--- config.mk ---
export PLATFORM = sky130hd
export DESIGN_NAME = auto_player
export DESIGN_NICKNAME = d
export VERILOG_FILES = /design/src/rtl/auto_player.sv
export SDC_FILE = /design/constraint.sdc
export NUM_CORES = 1
export LEC_CHECK = 0
export ABC_AREA = 1
export BUFFER_PORTS_ARGS = -buffer_cell sky130_fd_sc_hd__buf_4
export CAP_MARGIN = 10
export CORE_MARGIN = 4
export CORE_UTILIZATION = 58
export DETAILED_ROUTE_END_ITERATION = 8
export PLACE_DENSITY_LB_ADDON = 0.15
export SLEW_MARGIN = 30
export SYNTH_ARGS = -nofsm -noshare
export SYNTH_HDL_FRONTEND = slang
export SYNTH_SLANG_ARGS = --single-unit
--- constraint.sdc ---
create_clock -name clk -period 1.95 [get_ports clk]
set_input_delay 0.0975 -clock clk [delete_from_list [all_inputs] [get_ports clk]]
set_output_delay 0.0975 -clock clk [all_outputs]
set_load 0.1 [all_outputs]
--- src/rtl/auto_player.sv ---
// auto_player: song-playback sequencer. Walks a song held in an external
// synchronous ROM, drives the note mask / octave shift for each entry's
// duration, inserts a silent articulation gap, and supports start,
// pause/resume, stop and loop control.
module auto_player #(
  parameter int TICK_DIV  = 1_000_000,
  parameter int GAP_TICKS = 2,
  parameter int ADDR_W    = 8
) (
  input  logic              clk,
  input  logic              rst_n,
  input  logic              start,
  input  logic              pause,
  input  logic              stop,
  input  logic              loop,
  output logic [ADDR_W-1:0] rom_addr,
  input  logic [15:0]       rom_data,
  output logic [7:0]        notes,
  output logic [1:0]        shift,
  output logic              busy,
  output logic              paused,
  output logic              done
);

  localparam int                CYC_W    = (TICK_DIV > 1) ? $clog2(TICK_DIV) : 1;
  localparam logic [CYC_W-1:0]  CYC_LAST = CYC_W'(TICK_DIV - 1);
  localparam logic [5:0]        GAP_LAST = 6'(GAP_TICKS - 1);
  localparam bit                HAS_GAP  = (GAP_TICKS > 0);
  localparam logic [ADDR_W-1:0] ADDR_LAST = '1;

  typedef enum logic [2:0] {
    S_IDLE, S_FETCH, S_WAIT, S_PLAY, S_GAP, S_PAUSED
  } state_t;

  state_t            state_q, state_d;
  state_t            ret_q, ret_d;
  logic [ADDR_W-1:0] addr_q, addr_d;
  logic [CYC_W-1:0]  cyc_q, cyc_d;
  logic [5:0]        tick_q, tick_d;
  logic [5:0]        dur_q, dur_d;
  logic [7:0]        nlat_q, nlat_d;
  logic [1:0]        shift_q, shift_d;
  logic [7:0]        notes_q;
  logic              busy_q, paused_q, done_q, done_d;

  logic tick_end, play_exp, gap_exp, advance, finish;

  assign tick_end = (cyc_q == CYC_LAST);
  assign play_exp = (state_q == S_PLAY) && tick_end && (tick_q == dur_q - 6'd1);
  assign gap_exp  = (state_q == S_GAP) && tick_end && (tick_q == GAP_LAST);

  // Next-state logic: sequencing, counters, end-of-song handling, overrides.
  // A pause arriving on the very cycle a note or gap expires is dropped so the
  // sequencer never parks in PAUSED with an already-exhausted count.
  always_comb begin
    state_d = state_q;
    ret_d   = ret_q;
    addr_d  = addr_q;
    cyc_d   = cyc_q;
    tick_d  = tick_q;
    dur_d   = dur_q;
    nlat_d  = nlat_q;
    shift_d = shift_q;
    done_d  = 1'b0;
    advance = 1'b0;
    finish  = 1'b0;

    // cycles of PLAY/GAP always count, including the cycle a pause is sampled
    if (state_q == S_PLAY || state_q == S_GAP) begin
      if (tick_end) begin
        cyc_d  = '0;
        tick_d = tick_q + 6'd1;
      end else begin
        cyc_d  = cyc_q + CYC_W'(1);
      end
    end

    case (state_q)
      S_IDLE: ;
      S_FETCH: state_d = S_WAIT;
      S_WAIT: begin
        if (rom_data[5:0] == 6'd0) begin
          finish = 1'b1;
        end else begin
          nlat_d  = rom_data[15:8];
          shift_d = rom_data[7:6];
          dur_d   = rom_data[5:0];
          cyc_d   = '0;
          tick_d  = '0;
          state_d = S_PLAY;
        end
      end
      S_PLAY: begin
        if (play_exp) begin
          cyc_d  = '0;
          tick_d = '0;
          if (HAS_GAP) state_d = S_GAP;
          else         advance = 1'b1;
        end else if (pause) begin
          ret_d   = S_PLAY;
          state_d = S_PAUSED;
        end
      end
      S_GAP: begin
        if (gap_exp) begin
          advance = 1'b1;
        end else if (pause) begin
          ret_d   = S_GAP;
          state_d = S_PAUSED;
        end
      end
      S_PAUSED: begin
        if (pause) state_d = ret_q;
      end
      default: state_d = S_IDLE;
    endcase

    // last address is an implicit end marker: no wrap-around
    if (advance) begin
      if (addr_q == ADDR_LAST) begin
        finish = 1'b1;
      end else begin
        addr_d  = addr_q + ADDR_W'(1);
        state_d = S_FETCH;
      end
    end

    if (finish) begin
      if (loop) begin
        addr_d  = '0;
        state_d = S_FETCH;
      end else begin
        state_d = S_IDLE;
        done_d  = 1'b1;
      end
    end

    // stop beats start beats everything else
    if (stop) begin
      state_d = S_IDLE;
      addr_d  = '0;
      done_d  = 1'b0;
    end else if (start) begin
      state_d = S_FETCH;
      addr_d  = '0;
      cyc_d   = '0;
      tick_d  = '0;
      done_d  = 1'b0;
    end
  end

  // State, counters and registered outputs.
  always_ff @(posedge clk or negedge rst_n) begin
    if (!rst_n) begin
      state_q  <= S_IDLE;
      ret_q    <= S_IDLE;
      addr_q   <= '0;
      cyc_q    <= '0;
      tick_q   <= '0;
      dur_q    <= '0;
      nlat_q   <= '0;
      shift_q  <= '0;
      notes_q  <= '0;
      busy_q   <= 1'b0;
      paused_q <= 1'b0;
      done_q   <= 1'b0;
    end else begin
      state_q  <= state_d;
      ret_q    <= ret_d;
      addr_q   <= addr_d;
      cyc_q    <= cyc_d;
      tick_q   <= tick_d;
      dur_q    <= dur_d;
      nlat_q   <= nlat_d;
      shift_q  <= shift_d;
      notes_q  <= (state_d == S_PLAY) ? nlat_d : 8'h00;
      busy_q   <= (state_d != S_IDLE);
      paused_q <= (state_d == S_PAUSED);
      done_q   <= done_d;
    end
  end

  assign rom_addr = addr_q;
  assign notes    = notes_q;
  assign shift    = shift_q;
  assign busy     = busy_q;
  assign paused   = paused_q;
  assign done     = done_q;

endmodule

======== Word level (Yosys, flattened, before mapping) ========
Cells that the tools add are included.
word-level totals
  bits in registers ....................... 67
  output and inout port bits .............. 21
cells by class
  add/sub/neg operators ................... 4
  bitwise operators ....................... 1
  reductions and logical operators ........ 11
  equality and inequality tests ........... 15
  multiplexer cells ....................... 50
operator list
  operator                                                            count
  20-bit two-way mux                                                  6
  8-bit two-way mux                                                   9
  3-bit two-way mux                                                   14
  20-bit one-hot mux with 2 select lines                              1
  6-bit two-way mux                                                   6
  20-bit by 1-bit adder with 20-bit output, second input constant     1
  20-bit == test, second input constant                               1
  3-bit one-hot mux with 6 select lines                               1
  6-bit one-hot mux with 2 select lines                               1
  1-bit two-way mux                                                   11
  3-bit by 2-bit == test with 1-bit output, second input constant     3
  3-bit == test, second input constant                                3
  8-bit by 1-bit adder with 8-bit output, second input constant       1
  8-bit == test, second input constant                                1
  2-bit != test, second input constant                                4
  6-bit by 1-bit adder with 6-bit output, second input constant       1
  6-bit by 1-bit == test with 1-bit output, second input constant     1
  6-bit == test                                                       1
  6-bit logical NOT                                                   1
  3-bit one-hot mux with 2 select lines                               1
  6-bit by 1-bit subtractor with 6-bit output, second input constant  1
  5-bit AND reduction                                                 1
  1-bit logical AND                                                   4
  3-bit by 1-bit == test with 1-bit output, second input constant     1
  other kinds (6)                                                     6

======== Logic depth before layout (Yosys ltp) ========
Gate-level depths: netlist of run 1.
  word-level depth ........................ 12
  gate-level depth with buffers ........... 16
  depth with buffers taken out ............ 16

======== Worst setup path after synthesis of run 1 ========
No wires, ideal clock.
  kind .................................... reg-to-reg
  from .................................... register addr_q[0] (netlist: rom_addr[0])
  to ...................................... register addr_q[0] (netlist: rom_addr[0])
  slack ................................... -299 ps
  stages on the path, launching flop included .. 9
  buffers on the path ..................... 0
  data arrival time ....................... 2119 ps
  cell sequence ........................... dfrtp_1 > ha_1 > nand3_1 > nor2_1 > nand4_1 > nand2_1 > inv_1 > o21ai_2 > nor2_1
between the ends
  word-level cells in the longest chain between the ends .. 7
RTL lines
  item                                                                     line      source
  start, declared                                                          37        logic [ADDR_W-1:0] addr_q, addr_d;
  start signal, assigned                                                   170       addr_q <= addr_d;
  8-bit by 1-bit adder with 8-bit output or 8-bit == test (tied branches)  123, 120
  8-bit two-way mux                                                        120       if (addr_q == ADDR_LAST) begin
  8-bit two-way mux                                                        119       if (advance) begin
  8-bit two-way mux                                                        129       if (loop) begin
  8-bit two-way mux (*)                                                    128       if (finish) begin
  8-bit two-way mux (*)                                                    143       end else if (start) begin
  8-bit two-way mux (*)                                                    139       if (stop) begin
  named net addr_d[0]                                                      37
Mark *: on every way through the listed nets, which the timed path passes. The rest lies on a longest branch.
A chain may end at the register's enable or synchronous reset.

======== Worst setup path in the final report of run 1 ========
  from .................................... register dur_q[0]
  to ...................................... register notes_q[1] (netlist: notes[1])
between the ends
  word-level cells in the longest chain between the ends .. 12
RTL lines
  item                                             line  source
  start, declared                                  40    logic [5:0] dur_q, dur_d;
  start signal, assigned                           173   dur_q <= dur_d;
  6-bit by 1-bit subtractor with 6-bit output (*)  49    assign play_exp = (state_q == S_PLAY) && tick_end && (tick_q == dur_q - 6'd1);
  6-bit == test (*)                                49
  1-bit logical AND (*)                            49
  3-bit two-way mux (*)                            94    if (play_exp) begin
  3-bit one-hot mux with 6 select lines (*)        78    case (state_q)
  3-bit two-way mux                                120
  3-bit two-way mux (*)                            119
  3-bit two-way mux (*)                            128
  3-bit two-way mux (*)                            143
  3-bit two-way mux (*)                            139
  named net state_d[0]                             35    state_t state_q, state_d;
  3-bit by 2-bit == test with 1-bit output (*)     176   notes_q <= (state_d == S_PLAY) ? nlat_d : 8'h00;
  8-bit two-way mux (*)                            176
  end signal, assigned                             176
  end, declared                                    43    logic [7:0] notes_q;
Marked as above.

==> reports/metrics.yaml, run 1 <==
status:
  outcome: "finished, final reports clean"
sta:
  finalSetupTns_ns: 0
  worst_pin_slew_ns: 0.505
  rsz0062_at_grt: "true"
  finalHoldViolCount: 0
  period_needed_ns: 1.94
  fin_skew_ns: 0.0121
  min_period_over_period: 0.996
  relSlewSlack: 0.663
  fmax_ghz: 0.515
  slew_viol_final: 0
  setup_viol: 0
detailed_routing:
  vias_per_cell: 5.32
  avgRoutedWirePerCell_um: 14.5
  routed_wl_mm: 8.96
  first_iter_violations: 192
  drtAntennaViolNets: 0
  drc: 0
  drtPass1Iterations: 5
  vias: 3295
run:
  drv_cap: 0
synthesis:
  seq_area_frac_synth: 0.467
  yosysMostFrequentCell: "nand2_1"
  ys_async_sr_fraction: 1.00
  netlist-cell-type-count: 36
  synth_edf_count: 0
  synthesis.nets: 482
  yosysWarningCount: 0
  synth_top_area_share: 0.467
  synthTopCellsByArea: "dfrtp_1 (47%), nand2_1 (10%), nor2_1 (9.3%)"
  netlist_area_um2: 3540
  ys_ff_latch: 66
  ys.flop_type: "dfrtp_1"
  synth_top_cell_by_area: "dfrtp_1"
  synth_area_per_cell_um2: 7.77
  syn-instance-count: 455
  synthTopCellsByCount: "nand2_1 (97), nor2_1 (88), dfrtp_1 (66), inv_1 (60), o21ai_0 (27)"
global_routing:
  grt_max_degree: 39
  grt_use_total: 0.247
  grt_pass1_wl_mm: 14.4
  met2_usage: 0.407
  grt_pass1_vias: 3255
  antenna_found_initial: 0
  grt-ovfl-total: 0
  met3_usage: 0.0576
  top_usage_layer: "met2"
  grtUsageMet1: 0.308
power_and_ir_drop:
  power_per_cell_area_nw_per_um2: 810
  irDropWorstVdd_mv: 0.641
  p_leak_nw: 2.21
  power.total_mw: 3.79
critical_path:
  critPathLaunchType: "flip-flop"
  required_ns: 2.19
  worst_setup_path_end_kind: "flip-flop"
  arrival_ns: 2.18
  path_max_fanout: 8
  crit_type: "flip-flop to flip-flop"
final_layout:
  fin_nets: 566
  drive_above_1_share: 0.285
  final_cells: 619
  antenna_cells: 0
  syn_to_final_growth_pct: 32.1
clock_tree:
  clk_path_buf_depth: 2
  cts_max_level: 3
  cts_tree: "built"
  clk_pin_slew_ns: 0.08
  cts_root_buf: "clkbuf_8"
  clkSinkCount: 66
  clk_latency_ns: 0.36
  numCtsBuffers: 9
die:
  rows: 28
  die_area_um2: 7410
  core_um2: 5920
  start_util: 0.597
  io_pins: 43
  die_x_um: 86.1
  die_y_um: 86.1
hold_path:
  min_path_type: "input pin to flip-flop"
place:
  gp_congestion: 0.882
  portBuffers: 42
  hpwl_mm: 5.94
  dp_cells: 579
[worst max-delay path: stages, from the launching register on]
cell     delay, ns
dfrtp_1       0.43
inv_2         0.11
ha_4          0.15
nand2_2       0.07
nor2_2        0.11
nand2_1       0.05
nand2_1       0.09
nand2_1       0.08
nor2_2        0.09
nand2_2       0.11
nand2_2       0.10
nand3_2       0.07
nand2_2       0.11
nand2_4       0.09
nand2_8       0.11
nor2_1        0.05
[cell type report]
class / instances / area (µm²)
clock inverter: 7 / 116
fill: 409 / 1250
clock buffer: 9 / 124
inverter: 63 / 236
multi-input combinational: 323 / 1830
tap: 75 / 93.8
sequential: 66 / 1660
timing repair buffer: 76 / 603
[state kept, by name, summed over array words and instances (netlist names)]
signal and flops:
busy 1, cyc_q 20, done 1, dur_q 6, nlat_q 8, notes 8, paused 1, ret_q 2
rom_addr 8, shift 2, state_q 3, tick_q 6
[cells in the final DEF (no fill, tap or decap), types with 2 or more instances in the layout]
master	synthesis	routed
a21oi_1	8	8
nand3_4	1	2
dlygate4sd3_1	0	13
buf_4	0	63
inv_2	3	6
dfrtp_2	0	9
ha_4	0	2
o21ai_0	27	27
nor2_2	2	10
nand3_2	1	4
inv_1	60	57
nand2_4	2	2
nand2_2	2	12
nand2_1	97	85
clkbuf_8	0	9
nor3_1	11	10
xnor2_1	4	3
o21ai_4	1	2
nand4_1	8	8
clkinv_2	0	2
ha_1	5	3
nor4_1	4	4
nand3_1	20	16
bufinv_16	0	3
nor2_4	2	7
dfrtp_1	66	57
nor2_1	88	75
or2_2	11	11
a211oi_2	0	2
nor3_4	1	2
xor2_1	15	15
nand2_8	0	2
[cell families (layout without fill, tap and decap cells)]
kind of cell	after synthesis	after routing	synth area share
AOI/OAI and AO/OA	44	44	0.0711
and+or+nand+nor	254	254	0.322
DFF	66	66	0.467
adders and majority gates	5	5	0.0177
xor gates and xnor gates	19	19	0.0471
muxes	1	1	0.00283
buffers and inverters	66	155	0.0722
[per-layer routing]
layer,wire length (µm),up-vias
met2,4440,90
met5,0,-
met4,211,0
met1,3920,1575
met3,398,24
li1,-,1606
[per-stage QoR]
stage | cell area [µm²] | hold WS, ns | util | setup WS, ns
after detailed placement | 4010 | 0.0851 | 0.678 | -0.0105
after global routing | 4670 | 0.0238 | 0.789 | -0.109
after global placement | 4010 | 0.0858 | 0.678 | 0.0528
after floorplan | 3550 | -0.198 | - | 0.0319
after CTS | 4400 | 0.00229 | 0.743 | 0.0147
final | 4670 | 0.00611 | 0.789 | 0.00844
[power by group]
part	switching, mW	internal (mW)
Combinational	0.500	0.298
Clock	0.581	0.849
Sequential	0.0726	1.49
[path summary, 6_finish.rpt]
path                        startpoint  slack (ns)        end  cells after the start
max                           dur_q[0]       0.008   notes[1]                     15
min                        rom_data[9]       0.006  nlat_q[1]                      3
max reg2reg                   dur_q[0]       0.008   notes[1]                     15
min reg2reg                   shift[1]        0.48   shift[1]                      2
max in group asynchronous        rst_n        1.07  tick_q[0]                      3
min in group asynchronous        rst_n        0.23   dur_q[3]                      2
[repair_timing]
item | 4_1_cts | 5_1_grt
hold endpoints to repair | 46 | 0
setup endpoints to repair | 13 | 46
hold buffers | 13 | 0
pin swaps | 0 | 16
buffers inserted | 0 | 11
gates resized for setup | 5 | 49
Note: power is estimated with default switching activity, not from simulation.
==> inputs of run 2 (changes only) <==
Settings changed: ABC_AREA 1 to not set.
==> reports/metrics.yaml, run 2 <==
status:
  outcome: "finished with violations"
  violations: "setup timing"
detailed_routing:
  drtPass1Iterations: 7
  first_iter_violations: 458
  drc: 0
  drtAntennaViolNets: 0
  avgRoutedWirePerCell_um: 24.4
  routed_wl_mm: 12.9
  vias: 3473
  vias_per_cell: 6.57
final_layout:
  final_common_cell: "buf_4"
  multi_input_area_um2: 1940
  drive_above_1_share: 0.492
  top_register: "cyc_q"
  largest_reg_flops: 20
  final_util: 0.906
  syn_to_final_growth_pct: 50.4
  final_cell_mix: "buf_4 (106), dfrtp_1 (61), nor2_1 (25), dlygate4sd3_1 (19)"
  regArea_um2: 1660
  n_fill_cell: 199
  fin_area_um2: 5020
  fin_nets: 479
  antenna_cells: 0
clock_tree:
  cts_tree: "built"
  clkSinkCount: 66
  clk_path_buf_depth: 2
  cts_max_level: 3
  clk_latency_ns: 0.36
  cts_root_buf: "clkbuf_8"
  numCtsBuffers: 9
  clk_pin_slew_ns: 0.08
synthesis:
  yosysWarningCount: 0
  ys_ff_latch: 66
  synth_top_area_share: 0.495
  synthTopCellsByCount: "dfrtp_1 (66), nor2_1 (47), xnor2_1 (20), nand2_1 (19), xor2_1 (18)"
  synth_area_per_cell_um2: 10.5
  ys.flop_type: "dfrtp_1"
  syn-instance-count: 318
  synth_edf_count: 0
  yosysMostFrequentCell: "dfrtp_1"
  synthesis.nets: 345
  netlist-cell-type-count: 57
  seq_area_frac_synth: 0.495
  ys_async_sr_fraction: 1.00
  synth_top_cell_by_area: "dfrtp_1"
  netlist_area_um2: 3340
  synthTopCellsByArea: "dfrtp_1 (50%), nor2_1 (5.3%), xnor2_1 (5.3%)"
sta:
  rsz0062_at_grt: "true"
  fmax_ghz: 0.393
  fin_ws_ns: -0.593
  fin_skew_ns: 0.0112
  min_period_over_period: 1.30
  worst_pin_slew_ns: 0.740
  period_needed_ns: 2.54
  slew_viol_final: 0
  finalHoldViolCount: 0
  relSlewSlack: 0.500
  setup_viol: 50
power_and_ir_drop:
  p_leak_nw: 2.27
  power.total_mw: 4.00
  power_per_cell_area_nw_per_um2: 798
  irDropWorstVdd_mv: 0.642
critical_path:
  crit_chain: "inv_2 > ha_4 > xnor2_2 > nor3_2 > o211ai_2 > buf_4 > o41ai_4 > a32oi_2 > o211ai_2 > buf_6 > nor2b_1"
  crit_path_max_incr_delay_ns: 0.42
  crit_type: "flip-flop to flip-flop"
  critPathLaunch: "dur_q[0]"
  arrival_ns: 2.80
  rr_endpoint: "notes[6]"
  r2r_start: "dur_q[0]"
  cpLargestDelayFamily: "compound AO/OA/AOI/OAI gates"
  cp_num_buf_inv: 3
  cp_common_cell: "o211ai_2"
  required_ns: 2.20
  critPathLaunchType: "flip-flop"
  path_max_fanout: 8
  worst-path-stages: 11
  reg2reg_slack_ns: -0.59
  worst_setup_path_end_kind: "flip-flop"
  slowest_stage: "dfrtp_1"
  r2r_cells: 11
global_routing:
  grt_max_degree: 43
  grt_pass1_vias: 3442
  grt_use_total: 0.309
  antenna_found_initial: 0
  grt-ovfl-total: 0
  grt_pass1_wl_mm: 17.0
hold_path:
  min_path_type: "input pin to flip-flop"
  hold_depth: 4
  min_from: "loop"
  hold-path-endpoint: "done"
place:
  gp_congestion: 0.833
  portBuffers: 42
  place_area_um2: 4200
  hpwl_mm: 5.47
die:
  die_x_um: 83.8
  die_area_um2: 7030
  rows: 27
  io_pins: 43
  start_util: 0.602
  core_um2: 5540
  die_y_um: 83.8
run:
  drv_cap: 0
## run 2: cell count changes after synthesis, sizes merged, moves of 11 or more
| cell | previous run | this run |
|---|---|---|
| nand2 | 101 | 19 |
| inv | 63 | 11 |
| nor2 | 92 | 50 |
| o21ai | 29 | 5 |
| xnor2 | 4 | 20 |
| mux2 | 0 | 15 |
| and3 | 0 | 13 |
| nand3 | 22 | 11 |
## run 2: repair_timing
| action | CTS | global route |
|---|---|---|
| endpoints found under the hold margin | 58 | 0 |
| endpoints found under the setup margin | 50 | 62 |
| gates cloned | 3 | 0 |
| hold buffers | 19 | 0 |
| setup buffers | 2 | 6 |
| pin swaps | 37 | 22 |
| resized for setup | 46 | 41 |
## run 2: kinds of logic (layout without fill, tap and decap cells)
family	after synthesis	in the layout	synth area share
buffers and inverters	22	158	0.0315
xor gates and xnor gates	38	38	0.0998
adders and majority gates	5	5	0.0188
and+or+nand+nor	146	149	0.239
AOI/OAI and AO/OA	25	25	0.0626
muxes	16	16	0.0536
DFF	66	66	0.495
## run 2: worst max-delay path by stage
stage | endpoint | slack (ns)
after floorplan | cyc_q[10] | -0.28
after global placement | notes[5] | -0.37
after detailed placement | notes[3] | -0.45
after CTS | notes[2] | -0.37
after global routing | notes[5] | -0.68
final | notes[6] | -0.59
## run 2: power by group
part / leakage, nW / internal, mW / switching (mW) / total (mW)
clock network: 0.113 / 0.720 / 0.603 / 1.32
logic: 1.28 / 0.454 / 0.623 / 1.08
registers: 0.873 / 1.49 / 0.109 / 1.60
## run 2: through the flow
| stage | cells | setup slack [ns] | hold WS (ns) | setup TNS [ns] |
|---|---|---|---|---|
| floorplan | 318 | -0.282 | -0.198 | -7.83 |
| global placement | 485 | -0.368 | 0.123 | -13.57 |
| detailed placement | 485 | -0.448 | 0.125 | -16.62 |
| CTS | 523 | -0.372 | 0.0177 | -13.74 |
| global route | 529 | -0.678 | 0.0615 | -26.00 |
| finish | 529 | -0.593 | 0.0722 | -23.55 |
## run 2: layout make-up
class,instances,share of cell area
Multi-Input combinational cell,233,0.387
Timing Repair Buffer,131,0.213
Clock buffer,9,0.0247
Inverter,11,0.00823
Sequential cell,66,0.330
Clock inverter,7,0.0185
Tap cell,72,0.0180
## run 2: layer usage
layer	track usage	wire [µm]	vias to the layer above
met5	0	0	-
met4	0.177	1080	0
met3	0.0671	1210	116
met2	0.542	6110	300
met1	0.344	4520	1679
li1	-	-	1378
## run 2: tightest hold or removal path, stage by stage
cell,delay (ns)
buf_4,0.09
inv_1,0.06
nand2_1,0.09
nor3_2,0.05
